[config.mk]
export PLATFORM = sky130hd
export DESIGN_NAME = bicubic_tap_accum
export DESIGN_NICKNAME = d
export VERILOG_FILES = /design/src/rtl/bicubic_pkg.sv /design/src/rtl/bicubic_round_clamp.sv /design/src/rtl/bicubic_tap_accum.sv
export SDC_FILE = /design/constraint.sdc
export NUM_CORES = 2
export LEC_CHECK = 0
export BUFFER_PORTS_ARGS = -buffer_cell sky130_fd_sc_hd__clkbuf_2
export CAP_MARGIN = 15
export CORE_ASPECT_RATIO = 0.8
export CORE_MARGIN = 3
export CORE_UTILIZATION = 42
export CTS_CLUSTER_SIZE = 14
export DETAILED_ROUTE_END_ITERATION = 8
export PLACE_DENSITY_LB_ADDON = 0.3
export SLEW_MARGIN = 10
export SYNTH_ARGS = -nofsm -noshare
export SYNTH_HDL_FRONTEND = slang
export SYNTH_SLANG_ARGS = --single-unit
[constraint.sdc]
create_clock -name clk -period 7.4 [get_ports clk]
set_input_delay 1.48 -clock clk [delete_from_list [all_inputs] [get_ports clk]]
set_output_delay 1.48 -clock clk [all_outputs]
set_load 0.005 [all_outputs]
[src/rtl/bicubic_pkg.sv]
// Shared constants for the bicubic tap accumulator: default widths, derived
// product/accumulator widths and the coefficient unity value.
package bicubic_pkg;

  localparam int CH_DEF     = 3;
  localparam int DATA_W_DEF = 8;
  localparam int COEF_W_DEF = 11;
  localparam int FRAC_W_DEF = 8;

  // A zero-extended pixel times a signed coefficient needs one extra sign bit.
  function automatic int prod_width(input int data_w, input int coef_w);
    return data_w + coef_w + 1;
  endfunction

  // Two more bits cover the sum of four products.
  function automatic int acc_width(input int data_w, input int coef_w);
    return data_w + coef_w + 3;
  endfunction

  localparam int PROD_W = prod_width(DATA_W_DEF, COEF_W_DEF);
  localparam int ACC_W  = acc_width(DATA_W_DEF, COEF_W_DEF);
  localparam int UNITY  = 1 << FRAC_W_DEF;

endpackage

[src/rtl/bicubic_round_clamp.sv]
// Round-half-up and (with BICUBIC_SAT_EN) clamp of one channel's accumulator.
// Without BICUBIC_SAT_EN the result wraps and sat is tied low.
module bicubic_round_clamp #(
  parameter int DATA_W = 8,
  parameter int FRAC_W = 8,
  parameter int ACC_W  = 22
) (
  input  logic signed [ACC_W-1:0]  acc,
  output logic        [DATA_W-1:0] pix,
  output logic                     sat
);

  localparam logic signed [ACC_W:0] HALF = (ACC_W+1)'(1) << (FRAC_W - 1);

  logic signed [ACC_W:0] biased;
  logic signed [ACC_W:0] rs;

  // One guard bit keeps the rounding bias from overflowing the accumulator.
  assign biased = (ACC_W+1)'(acc) + HALF;
  assign rs     = biased >>> FRAC_W;

`ifdef BICUBIC_SAT_EN
  logic neg;
  logic over;

  assign neg  = rs[ACC_W];
  assign over = !neg && (|rs[ACC_W-1:DATA_W]);

  always_comb begin
    // NOTE: every output gets a default first so no path leaves it unassigned (no latch).
    pix = rs[DATA_W-1:0];
    sat = 1'b0;
    if (neg) begin
      pix = '0;
      sat = 1'b1;
    end else if (over) begin
      pix = '1;
      sat = 1'b1;
    end
  end
`else
  logic unused_hi;

  assign pix       = rs[DATA_W-1:0];
  assign sat       = 1'b0;
  assign unused_hi = ^rs[ACC_W:DATA_W];
`endif

endmodule

[src/rtl/bicubic_tap_accum.sv]
// Three-stage stallable four-tap bicubic accumulator (products, pair sums,
// round/clamp). Clamping is enabled by defining BICUBIC_SAT_EN.
module bicubic_tap_accum
  import bicubic_pkg::*;
#(
  parameter int CH     = CH_DEF,
  parameter int DATA_W = DATA_W_DEF,
  parameter int COEF_W = COEF_W_DEF,
  parameter int FRAC_W = FRAC_W_DEF
) (
  input  logic                     clk,
  input  logic                     rst_n,
  input  logic                     in_valid,
  output logic                     in_ready,
  input  logic [4*CH*DATA_W-1:0]   pix_in,
  input  logic [4*COEF_W-1:0]      coef_in,
  output logic                     out_valid,
  input  logic                     out_ready,
  output logic [CH*DATA_W-1:0]     pix_out,
  output logic [CH-1:0]            sat_flag
);

  localparam int PW = prod_width(DATA_W, COEF_W);
  localparam int AW = acc_width(DATA_W, COEF_W);

  logic v1, v2, v3;
  logic ce;

  logic signed [PW-1:0] px_ext [4][CH];
  logic signed [PW-1:0] cf_ext [4];
  logic signed [PW-1:0] prod   [4][CH];
  logic signed [AW-1:0] pair01 [CH];
  logic signed [AW-1:0] pair23 [CH];
  logic signed [AW-1:0] acc    [CH];
  logic [DATA_W-1:0]    rc_pix [CH];
  logic [CH-1:0]        rc_sat;

  // One enable for the whole pipe: it only stalls when the output is held.
  assign ce        = !v3 || out_ready;
  assign in_ready  = ce;
  assign out_valid = v3;

  always_comb begin
    for (int t = 0; t < 4; t++) begin
      cf_ext[t] = PW'($signed(coef_in[t*COEF_W +: COEF_W]));
      for (int c = 0; c < CH; c++)
        px_ext[t][c] = PW'({1'b0, pix_in[(t*CH+c)*DATA_W +: DATA_W]});
    end
  end

  always_comb begin
    for (int c = 0; c < CH; c++)
      acc[c] = pair01[c] + pair23[c];
  end

  for (genvar g = 0; g < CH; g++) begin : g_rc
    bicubic_round_clamp #(
      .DATA_W (DATA_W),
      .FRAC_W (FRAC_W),
      .ACC_W  (AW)
    ) u_rc (
      .acc (acc[g]),
      .pix (rc_pix[g]),
      .sat (rc_sat[g])
    );
  end

  // NOTE: the datapath registers are reset too, because pix_out must read 0 after reset.
  always_ff @(posedge clk or negedge rst_n) begin
    if (!rst_n) begin
      v1       <= 1'b0;
      v2       <= 1'b0;
      v3       <= 1'b0;
      pix_out  <= '0;
      sat_flag <= '0;
      for (int c = 0; c < CH; c++) begin
        pair01[c] <= '0;
        pair23[c] <= '0;
        for (int t = 0; t < 4; t++)
          prod[t][c] <= '0;
      end
    end else if (ce) begin
      // NOTE: non-blocking assignments so every stage samples the previous stage's old value.
      v1 <= in_valid && in_ready;
      v2 <= v1;
      v3 <= v2;
      for (int c = 0; c < CH; c++) begin
        for (int t = 0; t < 4; t++)
          prod[t][c] <= px_ext[t][c] * cf_ext[t];
        pair01[c] <= AW'(prod[0][c]) + AW'(prod[1][c]);
        pair23[c] <= AW'(prod[2][c]) + AW'(prod[3][c]);
        pix_out[c*DATA_W +: DATA_W] <= rc_pix[c];
      end
      sat_flag <= rc_sat;
    end
  end

endmodule

======== Word-level counts from Yosys, hierarchy flattened ========
Index checks and enable logic that the tools add are counted.
W data, S select, Z words.
storage, ports and cells
  register bits after elaboration ......... 315
  input bits .............................. 144
  output and inout port bits .............. 29
  word-level logic and storage cells ...... 49
cells by class
  add/sub/neg operators ................... 12
  $mul .................................... 12
  reductions and logical operators ........ 3
operators with widths
  operator                 number
  $mul A9 B11 Y16          12
  $add A16 B16 Y16         9
  $add A16 B9 Y16 const B  3
  $logic_and A1 B1 Y1      1
  $logic_not A1 Y1         1
  $logic_or A1 B1 Y1       1

======== Logic depth before layout (Yosys ltp) ========
  depth after elaboration ................. 3
  depth in mapped cells ................... 18
  mapped depth without buffers ............ 17

======== Cells and area by module ========
Synthesis repeated with hierarchy kept, for this count alone.
second synthesis, totals
  cell total of the unflattened synthesis .. 7,426
  area, all modules ....................... 62,971.6 sq um
modules (own cells, without submodules)
  module               instances  cells each  area an instance (sq um)  seq. area each (sq um)
  bicubic_tap_accum    1          7,366       62,551.2                  9,909.5
  bicubic_round_clamp  3          20          140.1                     0.0

======== Least setup slack after synthesis ========
Ideal clock, no wire load.
  path kind ............................... input-to-reg
  start point ............................. input port coef_in[42]
  end point ............................... register prod[33] (netlist bit)
  setup time .............................. 133 ps
  data arrival time ....................... 5,589 ps
  data required time ...................... 7,267 ps
  setup slack ............................. 1,678 ps
  stages .................................. 17
  path buffers ............................ 2
  cell sequence ........................... clkbuf_1 > clkbuf_1 > nand2_1 > fa_1 > inv_1 > fa_1 > fa_1 > inv_1 > fa_1 > inv_1 > ha_1 > or3_1 > a21o_1 > a31o_2 > a21oi_1 > xor2_1 > o21ai_0
between the ends
  longest elaborated chain between the ends .. 1
RTL lines
  what                            RTL line                 RTL
  start: declaration              bicubic_tap_accum.sv:16  input logic [4*COEF_W-1:0] coef_in,
  $mul A9 B11 Y16                 bicubic_tap_accum.sv:89  prod[t][c] <= px_ext[t][c] * cf_ext[t];
  end signal: indexed assignment  bicubic_tap_accum.sv:89
  end: declaration                bicubic_tap_accum.sv:31  logic signed [PW-1:0] prod [4][CH];
Every way passes these cells.
A chain may end at the register's enable or synchronous reset.

======== Worst setup path in the final report ========
  start point ............................. input port coef_in[29]
  end point ............................... register prod[74] (netlist bit)
Same word-level chain as after synthesis.

==> impl_results.md <==
- Post-Syn Instances: 5818
- DRT iter0 DRCs: 2265
- Number of global-route vias before repair: about 39000
- Layout cells sized above 1: about 4.6%
- Min cycle time layout: 5.52 ns
- R2R depth: 9
- Hold crit path type: reg2reg
- Top cells by area, synth: fa_1, dfrtp_1, ha_1, inv_1, nand2_1
- CTS tree: built
- Relative slew slack: 38.2%
- Most common cell in the netlist: inv_1
- Starting Density: 42.6%
- Clock-pin transition on the worst setup and hold timing paths: 0.07 ns
- Hold Crit Endpoint: out_valid$_DFFE_PN0N_
- First-pass GRT wire length: 213 mm
- Chip height: 315 um
- Clock skew: approximately 0.027 ns
- Row Count: between 100 and 150
- Slew Limit Fails: 0
- Crit path arrival time: 5.96 ns
- Dpl ws: 1.36 ns
- Antenna violations before repair: 7
- Post-CTS sizing: 0
- Post-synthesis sequential area ratio: 15.8%
- Ys flop type: dfrtp_1
- Clk root buf: clkbuf_16
- CORE AREA: 117000 sq um
- Htree depth: 2
- Pre-Repair DR Iteration Count: 5
- Setup WS post-layout: ~1.9 ns
- Tot GR Track Use: 21.5%
- Critical Path RT: 7.85 ns
- DRC: 0
- Final core occ: 45.3%
- Vias: roughly 38000
- Die footprint: between 100000 and 150000 sq um
- Antenna Nets Post-Route: 0
- Syn-to-layout area delta: 6.36%
- Peak Freq: 181 MHz
- Max Cap Violations: 0
- GR Overflow Total: 0
- CP Cell Sequence: clkbuf_2, nand2_1, fa_1, inv_1, fa_1, inv_1, fa_1, fa_1, inv_1, ha_1, o21a_1, o31a_1, o311ai_0, a21oi_1, o21a_1, o31ai_1
- EDFF count, synth: 0
- DR WL/cell: about 18 um
- Worst skew pair latency: ~0.56 ns
- Final RePlAce weighted congestion: about 0.90
- CTS max path bufs: 3
- Largest net degree at the start of global routing: 185
- Sink Count: 315
- Routed WL: about 130 mm
- Setup_tns: 0 ns
- Net count reported at finish: 7189
- Post-CTS Hold Fix Bufs: 0
- Yosys warns: 0
- TritonCTS Buffers: 36
- Reg2reg start: prod[180]$_DFFE_PN0N_
- Crit-path slowest cell: fa_1
- Hold Startpoint: v2$_DFFE_PN0N_
- IO buf count: 169
- Peak supply drop: 176 uV
- Seq cells post-synth: 315
- Yosys cell types: just over 60
- Synth top cells by count: inv_1, nand2_1, fa_1, ha_1, and2_1
- Synth top area share: 28.1%
- Status: finished clean
- Final setup fails: 0
- Reg2Reg Setup Slack: 4.48 ns
- Syn_area_per_cell: 8.59 sq um
- Crit path launch type: input pin
- Post-synth top area cell: fa_1
- Vias per inst: 5.16
- CP Max Fanout: 24
- R2R Path End: pair01[12]$_DFFE_PN0N_
- Pleak: 0.0270 uW
- Async set or reset register ratio after synthesis: 100%
- Post CTS Setup Buffer Count: 0
- Die width: just under 400 um
- RSZ-0062 raised after global routing: false
- Kind of critical path: in2reg
- Hold depth: 1
- Crit. End Element: register
- Final HPWL DP: 105 mm
- Most frequent CP cell: fa_1
- Power Density: 394 nW/um^2
- Worst path max stage delay: 0.56 ns
- Final hold viol count: 0
- Worst-Margin Slew: 0.928 ns
- Synth Cell Area: ~50000 sq um
- Io pins: 173
- Fin crit share: 74.5%
[worst max-delay path by stage]
stage                      startpoint                    end  slack (ns)  cells after the start
after floorplan           coef_in[42]   prod[33]$_DFFE_PN0N_        1.68                     17
after global placement    coef_in[19]  prod[133]$_DFFE_PN0N_        1.36                     16
after detailed placement  coef_in[30]  prod[114]$_DFFE_PN0N_        1.36                     16
after CTS                 coef_in[29]   prod[74]$_DFFE_PN0N_        1.95                     16
after global routing      coef_in[40]   prod[34]$_DFFE_PN0N_        1.54                     16
final                     coef_in[29]   prod[74]$_DFFE_PN0N_        1.88                     16
[sequential cells by signal, summed over array words and instances (netlist names)]
name       cells
pix_out       24
out_valid      1
v1             1
prod         192
pair23        48
v2             1
pair01        48
[logic make-up after synthesis]
| logic type | after synthesis | share of synthesized area (%) |
|---|---|---|
| simple gates | 1854 | 17.3 |
| buf+inv | 1326 | 9.98 |
| fa+ha+maj | 1245 | 41.7 |
| compound gates | 773 | 9.75 |
| flops | 315 | 15.8 |
| xor+xnor | 293 | 5.28 |
| mux | 11 | 0.225 |
| other cells | 1 | 0.00750 |
[metal layers]
| layer | global-route usage [%] | vias to the layer above | routed length, um |
|---|---|---|---|
| met5 | 0 | - | 19 |
| met4 | 3.64 | 2 | 2140 |
| met3 | 2.55 | 120 | 6850 |
| met2 | 34.9 | 792 | 59100 |
| met1 | 31.3 | 19000 | 60800 |
| li1 | - | 18100 | - |
[critical path: cells and delay by family]
kind | cells | cell delay (ns)
AO/OA/AOI/OAI | 6 | 1.38
buffers and inverters | 4 | 0.60
AND/OR/NAND/NOR | 1 | 0.16
adder cells (fa/ha/maj) | 5 | 2.34
[where the power goes]
part	internal, uW	leakage (uW)	total, uW	switching, uW
logic	6440	0.0228	15400	8990
registers	2670	0.00372	3670	994
clock network	1070	0.000580	1860	792
total	10200	0.0270	20900	10800
[stage by stage]
stage / cell area [sq um] / hold WS (ns) / instances / power [uW]
5_1_grt: 53200 / 0.498 / 7363 / 23300
6_report: 53200 / 0.468 / 7365 / 20900
2_1_floorplan: 50000 / 0.430 / 5820 / 14600
3_5_place_dp: 52000 / 0.457 / 7301 / 19100
4_1_cts: 53100 / 0.470 / 7362 / 21100
3_3_place_gp: 52000 / 0.444 / 7301 / 18800
[layout by cell type, fill, tap and decap left out, types with 7 or more instances in the layout]
cell / count
o21ai_0: 219
dfrtp_1: 315
nor2b_1: 24
and2_1: 464
a31o_2: 16
o21bai_1: 14
xnor2_1: 170
o21a_1: 55
o31a_1: 11
o211ai_1: 32
nand3_1: 41
nor4_1: 15
xor2_1: 118
nor3_1: 68
mux2i_1: 9
o221ai_1: 7
clkbuf_2: 168
a41oi_1: 7
a21oi_1: 192
a211oi_1: 62
ha_1: 543
fa_1: 702
and3_1: 8
o31ai_1: 37
buf_4: 10
inv_1: 1087
nand2_1: 940
clkbuf_8: 8
a21o_1: 72
nand2b_1: 30
nand4_1: 20
nor2_1: 210
or3_1: 12
clkbuf_16: 37
[layout make-up]
type | count | area [sq um]
Clock buffer | 49 | 1050
Tap cell | 1539 | 1930
Clock inverter | 12 | 126
Timing Repair Buffer | 180 | 951
Sequential cell | 315 | 7880
Multi-Input combinational cell | 4179 | 37100
Fill cell | 11300 | 64100
Antenna cell | 3 | 7.51
Inverter | 1088 | 4090
No activity file was read; power rests on OpenSTA's default activity.
